$ cat src/rtl/branch_redirect_ctrl.sv
// -----------------------------------------------------------------------------
// branch_redirect_ctrl
//
// Resolves the conditional branch or jump sitting in EX and sequences the
// pipeline redirect. When the actual outcome disagrees with the fetch-time
// prediction, it asserts a one-cycle PC redirect together with flushes of
// IF/ID, ID/EX and EX/MEM. The redirect is held while the pipeline stalls.
// Two saturating counters track resolved control-flow instructions and
// mispredicts for performance monitoring.
//
// Ports:
//   clk            - clock, all state updates on the rising edge
//   reset          - synchronous, active-high
//   ex_valid       - EX holds a live instruction
//   ex_is_branch   - EX instruction is a conditional branch
//   ex_is_jump     - EX instruction is jal/jalr (always taken)
//   branch_src     - comparison: 000 beq, 001 bne, 010 blt, 011 bge,
//                    100 bltu, 101 bgeu, others never taken
//   rs1_val        - forwarded operand 1
//   rs2_val        - forwarded operand 2
//   ex_pc          - PC of the EX instruction
//   target_pc      - computed branch/jump target
//   ex_pred_taken  - prediction made at fetch time
//   stall          - pipeline hold, EX contents frozen
//   redirect_valid - load redirect_pc into the PC this cycle
//   redirect_pc    - corrected fetch address
//   flush_if_id    - squash IF/ID
//   flush_id_ex    - squash ID/EX
//   flush_ex_mem   - squash the wrong-path instruction entering MEM
//   resolved_valid - one-cycle pulse per resolved control-flow instruction
//   resolved_taken - actual outcome, meaningful with resolved_valid
//   branch_cnt     - saturating count of resolved control-flow instructions
//   mispred_cnt    - saturating count of mispredicts
// -----------------------------------------------------------------------------
module branch_redirect_ctrl #(
   parameter int XLEN  = 32,
   parameter int CNT_W = 16
) (
   input  logic             clk,
   input  logic             reset,
   input  logic             ex_valid,
   input  logic             ex_is_branch,
   input  logic             ex_is_jump,
   input  logic [2:0]       branch_src,
   input  logic [XLEN-1:0]  rs1_val,
   input  logic [XLEN-1:0]  rs2_val,
   input  logic [XLEN-1:0]  ex_pc,
   input  logic [XLEN-1:0]  target_pc,
   input  logic             ex_pred_taken,
   input  logic             stall,
   output logic             redirect_valid,
   output logic [XLEN-1:0]  redirect_pc,
   output logic             flush_if_id,
   output logic             flush_id_ex,
   output logic             flush_ex_mem,
   output logic             resolved_valid,
   output logic             resolved_taken,
   output logic [CNT_W-1:0] branch_cnt,
   output logic [CNT_W-1:0] mispred_cnt
);

   typedef enum logic {
      IDLE     = 1'b0,
      REDIRECT = 1'b1
   } state_t;

   state_t state;
   state_t state_next;

   logic cond;
   logic taken;
   logic resolve;
   logic mispredict;

   // Branch comparison on the forwarded operands. Equality works on raw
   // bits, blt/bge treat the operands as two's complement, bltu/bgeu as
   // unsigned. The two unused encodings are simply never taken.
   always_comb begin
      cond = 1'b0;
      case (branch_src)
         3'b000:  cond = (rs1_val == rs2_val);
         3'b001:  cond = (rs1_val != rs2_val);
         3'b010:  cond = ($signed(rs1_val) <  $signed(rs2_val));
         3'b011:  cond = ($signed(rs1_val) >= $signed(rs2_val));
         3'b100:  cond = (rs1_val <  rs2_val);
         3'b101:  cond = (rs1_val >= rs2_val);
         default: cond = 1'b0;
      endcase
   end

   // A jump wins over the branch flag when both are set, since a jump is
   // unconditionally taken regardless of the comparison result.
   assign taken = ex_is_jump | (ex_is_branch & cond);

   // Next-state and output decode. Only IDLE may resolve: while REDIRECT is
   // active the EX stage holds a wrong-path instruction, so its contents are
   // ignored. A stall in REDIRECT simply keeps the redirect and flushes up
   // until the pipeline is able to accept them.
   always_comb begin
      state_next     = state;
      redirect_valid = 1'b0;
      flush_if_id    = 1'b0;
      flush_id_ex    = 1'b0;
      flush_ex_mem   = 1'b0;
      resolve        = 1'b0;
      mispredict     = 1'b0;
      case (state)
         IDLE: begin
            resolve    = ex_valid & (ex_is_branch | ex_is_jump) & ~stall;
            mispredict = resolve & (taken != ex_pred_taken);
            if (mispredict) begin
               state_next = REDIRECT;
            end
         end
         REDIRECT: begin
            redirect_valid = 1'b1;
            flush_if_id    = 1'b1;
            flush_id_ex    = 1'b1;
            flush_ex_mem   = 1'b1;
            if (!stall) begin
               state_next = IDLE;
            end
         end
      endcase
   end

   // State register. Reset drops straight back to IDLE, which also cancels
   // any redirect that was in progress.
   always_ff @(posedge clk) begin
      if (reset) begin
         state <= IDLE;
      end else begin
         state <= state_next;
      end
   end

   // Resolution pulse, redirect address and performance counters. The
   // redirect address is captured at resolve time and held afterwards so it
   // stays stable for as long as REDIRECT is stalled. Counters stop at
   // all-ones rather than wrapping so long runs never read as small values.
   always_ff @(posedge clk) begin
      if (reset) begin
         resolved_valid <= 1'b0;
         resolved_taken <= 1'b0;
         redirect_pc    <= '0;
         branch_cnt     <= '0;
         mispred_cnt    <= '0;
      end else begin
         resolved_valid <= resolve;
         resolved_taken <= resolve & taken;
         if (mispredict) begin
            redirect_pc <= taken ? target_pc : (ex_pc + XLEN'(4));
         end
         if (resolve && (branch_cnt != {CNT_W{1'b1}})) begin
            branch_cnt <= branch_cnt + CNT_W'(1);
         end
         if (mispredict && (mispred_cnt != {CNT_W{1'b1}})) begin
            mispred_cnt <= mispred_cnt + CNT_W'(1);
         end
      end
   end

endmodule

$ cat config.mk
export PLATFORM = sky130hd
export DESIGN_NAME = branch_redirect_ctrl
export DESIGN_NICKNAME = d
export VERILOG_FILES = /design/src/rtl/branch_redirect_ctrl.sv
export SDC_FILE = /design/constraint.sdc
export NUM_CORES = 1
export LEC_CHECK = 0
export CORE_ASPECT_RATIO = 0.9
export CORE_MARGIN = 4
export CORE_UTILIZATION = 42
export DETAILED_ROUTE_END_ITERATION = 16
export PLACE_DENSITY = 0.83
export SYNTH_ARGS = -nofsm -noshare
export SYNTH_HDL_FRONTEND = slang
export SYNTH_SLANG_ARGS = --single-unit
$ cat constraint.sdc
create_clock -name clk -period 4.7 [get_ports clk]
set_input_delay 0.94 -clock clk [delete_from_list [all_inputs] [get_ports clk]]
set_output_delay 0.94 -clock clk [all_outputs]
set_load 0.01 [all_outputs]
==> flow_metrics.env <==
export IMPL_nets=923
export IMPL_yosys_warnings=0
export IMPL_syn_area_mm2=0.00449
export IMPL_overflow=0
export IMPL_p_per_area_mw_per_mm2=233
export IMPL_setup_violations=0
export IMPL_maxCapViolations=0
export IMPL_drc=0
export IMPL_h_tree_depth=3
export IMPL_cp_slowest_cell="nor3_1"
export IMPL_boundaryPins=208
export IMPL_die_w_um=117
export IMPL_crit_chain="clkdlybuf4s50_1, inv_1, ha_1, nand4_1, nor4_1, buf_4, nand2_1, xnor2_1, a221oi_1, nand3b_1, buf_4, nor3_1, nor4_1, mux2_1"
export IMPL_grt_max_degree=31
export IMPL_drtIter0Drc=345
export IMPL_hpwl_um=11700
export IMPL_irDropWorstVdd_mv=0.179
export IMPL_cts_max_path_buffers=2
export IMPL_status="finished clean"
export IMPL_synth_async_sr_flop_share_pct=0
export IMPL_avgSynthCellArea_um2=8.30
export IMPL_die_y_um=106
export IMPL_finalCritPeriodShare_pct=92.3
export IMPL_antenna_cells=0
export IMPL_synth_seq_cells=67
export IMPL_start_kind="primary input"
export IMPL_grt_use_total_pct=23.0
export IMPL_grt_pass1_vias=4772
export IMPL_num_rows=35
export IMPL_clk_latency_ns=0.33
export IMPL_antenna_found_initial=0
export IMPL_slowest_delay_ns=0.59
export IMPL_tightest_slew_ns=0.765
export IMPL_seq_area_frac_synth_pct=29.9
export IMPL_drt_wl_total_um=14700
export IMPL_synth_ff_type="dfxtp_1"
export IMPL_cts_root_buf="clkbuf_16"
export IMPL_fin_crit_ns=4.34
export IMPL_cts_tree="built"
export IMPL_start_util_pct=43.4
export IMPL_holdBufCountCts=0
export IMPL_crit_type="in -> reg"
export IMPL_grt_pass1_wl_um=22900
export IMPL_io_buffer_count=207
export IMPL_fp_coreArea_mm2=0.0103
export IMPL_drtPass1Iterations=4
export IMPL_p_leak_nw=2.84
export IMPL_rsz0062_at_grt="false"
export IMPL_hold_violations=0
export IMPL_required_ns=4.91
export IMPL_path_clk_slew_ns=0.05
export IMPL_wl_per_cell_um=16.7
export IMPL_dieArea_mm2=0.0124
export IMPL_fin_tns_setup_ns=0
export IMPL_crit_path_end_kind="register"
export IMPL_cts_made_buffers=9
export IMPL_maxSlewViolCount=0
export IMPL_skew_ns=0.00382
export IMPL_relSlewSlack_pct=48.6
export IMPL_numClockSinks=67
export IMPL_routabilityCongestion=0.847
export IMPL_vias=4797
export IMPL_synth_area_leader_cell="dfxtp_1"
export IMPL_drtAntennaViolNets=0
export IMPL_drive_gt1_share_pct=5.17
export IMPL_crit_fanout=7
export IMPL_post_cts_buffers=0
export IMPL_arrival_ns=4.55
export IMPL_post_route_util_pct=67.9
export IMPL_ctsResizeCount=0
export IMPL_viasPerCell=5.43
export IMPL_synth_cells=541
export IMPL_area_delta_synth_final_pct=56.5
export IMPL_min_path_type="reg -> reg"
export IMPL_synth_edf_count=0
export IMPL_fmax_ghz=0.230
export IMPL_synth_nets=714
export IMPL_synth_top_area_share_pct=29.9
export IMPL_synth_area_leaders="dfxtp_1, ha_1, nor2_1, a221o_1, xor2_1"
export IMPL_synth_distinct_cells=59
-- cell families after synthesis --
kind of cell             Yosys count  share of synthesized area, %
XOR/XNOR                          42                          8.20
AO/OA/AOI/OAI                     95                          17.0
AND/OR/NAND/NOR                  218                          24.6
multiplexers                      17                          4.15
buffers and inverters             67                          6.41
adder cells (fa/ha/maj)           35                          9.76
flip-flops                        67                          29.9
-- synthesized netlist by cell type, types with 5 or more instances --
| cell | instances |
|---|---|
| a221o_1 | 25 |
| buf_2 | 5 |
| and2_1 | 5 |
| nor3_1 | 5 |
| dfxtp_1 | 67 |
| nand4_1 | 19 |
| nand3_1 | 29 |
| o21ai_0 | 6 |
| xnor2_1 | 15 |
| a21oi_1 | 18 |
| nor4_1 | 6 |
| inv_1 | 44 |
| mux2_1 | 13 |
| nand2_1 | 32 |
| xor2_1 | 27 |
| a221oi_1 | 5 |
| nor2b_1 | 17 |
| clkbuf_1 | 11 |
| ha_1 | 35 |
| nor2_1 | 78 |
| a211oi_1 | 7 |
| and3_1 | 6 |
-- sequential cells by signal (all words and copies together), names as in the netlist --
register and flops:
resolved_taken 1, state 1, resolved_valid 1, branch_cnt 16, mispred_cnt 16, redirect_pc 32
-- placed cells by master, fill, tap and decap left out, types with 7 or more instances in the layout --
| cell | n |
|---|---|
| xnor2_1 | 15 |
| nand4_1 | 19 |
| a211oi_1 | 7 |
| inv_1 | 44 |
| nand2_1 | 32 |
| nand3_1 | 29 |
| nor2_1 | 78 |
| ha_1 | 35 |
| xor2_1 | 27 |
| buf_4 | 13 |
| clkbuf_16 | 9 |
| a21oi_1 | 18 |
| mux2_1 | 13 |
| clkdlybuf4s50_1 | 206 |
| a221o_1 | 25 |
| dfxtp_1 | 67 |
| nor2b_1 | 17 |
-- worst max-delay path: cells and delay by family --
| family | cells | cell delay (ns) |
|---|---|---|
| and+or+nand+nor | 6 | 1.56 |
| xor gates and xnor gates | 1 | 0.15 |
| AOI/OAI and AO/OA | 1 | 0.36 |
| muxes | 1 | 0.35 |
| buffers and inverters | 4 | 0.86 |
| adders and majority gates | 1 | 0.34 |
-- cell type report --
class,count,area [um2]
tap,129,161
timing repair buffer,221,2180
clock inverter,5,77.6
inverter,44,165
clock buffer,11,233
sequential,67,1340
fill,834,3310
multi-input combinational,407,2860
-- per-stage QoR --
step	power [mW]	cell area, um2	hold WS [ns]	setup slack, ns	std cells
after floorplan	0.737	4490	0.491	0.920	541
after global placement	0.921	6710	0.456	0.190	868
after detailed placement	0.933	6710	0.457	0.0220	868
after CTS	1.65	7020	0.471	0.353	884
after global routing	1.70	7020	0.493	0.0674	884
final	1.63	7020	0.467	0.361	884
-- where the power goes --
part	total [mW]	internal, mW	switching [mW]
clock	0.712	0.463	0.249
combinational	0.330	0.192	0.138
sequential	0.592	0.582	0.00973
total	1.63	1.24	0.397
-- worst paths after layout --
kind	startpoint	to	slack, ns	cells after the start
setup / recovery	rs2_val[31]	mispred_cnt[3]	0.36	14
hold / removal	redirect_pc[3]	redirect_pc[3]	0.47	2
setup reg to reg	mispred_cnt[0]	mispred_cnt[13]	2.41	9
hold reg to reg	redirect_pc[3]	redirect_pc[3]	0.47	2
-- metal layers --
metal  share of wire [%]  vias up  global-route usage (%)
li1                    -     2359                       -
met1                  41     2238                    27.7
met2                  50      180                    40.2
met3                 6.8       20                    5.81
met4                 1.9        0                    6.47
met5                   0        -                       0
Power figures use the tool's default switching activity.
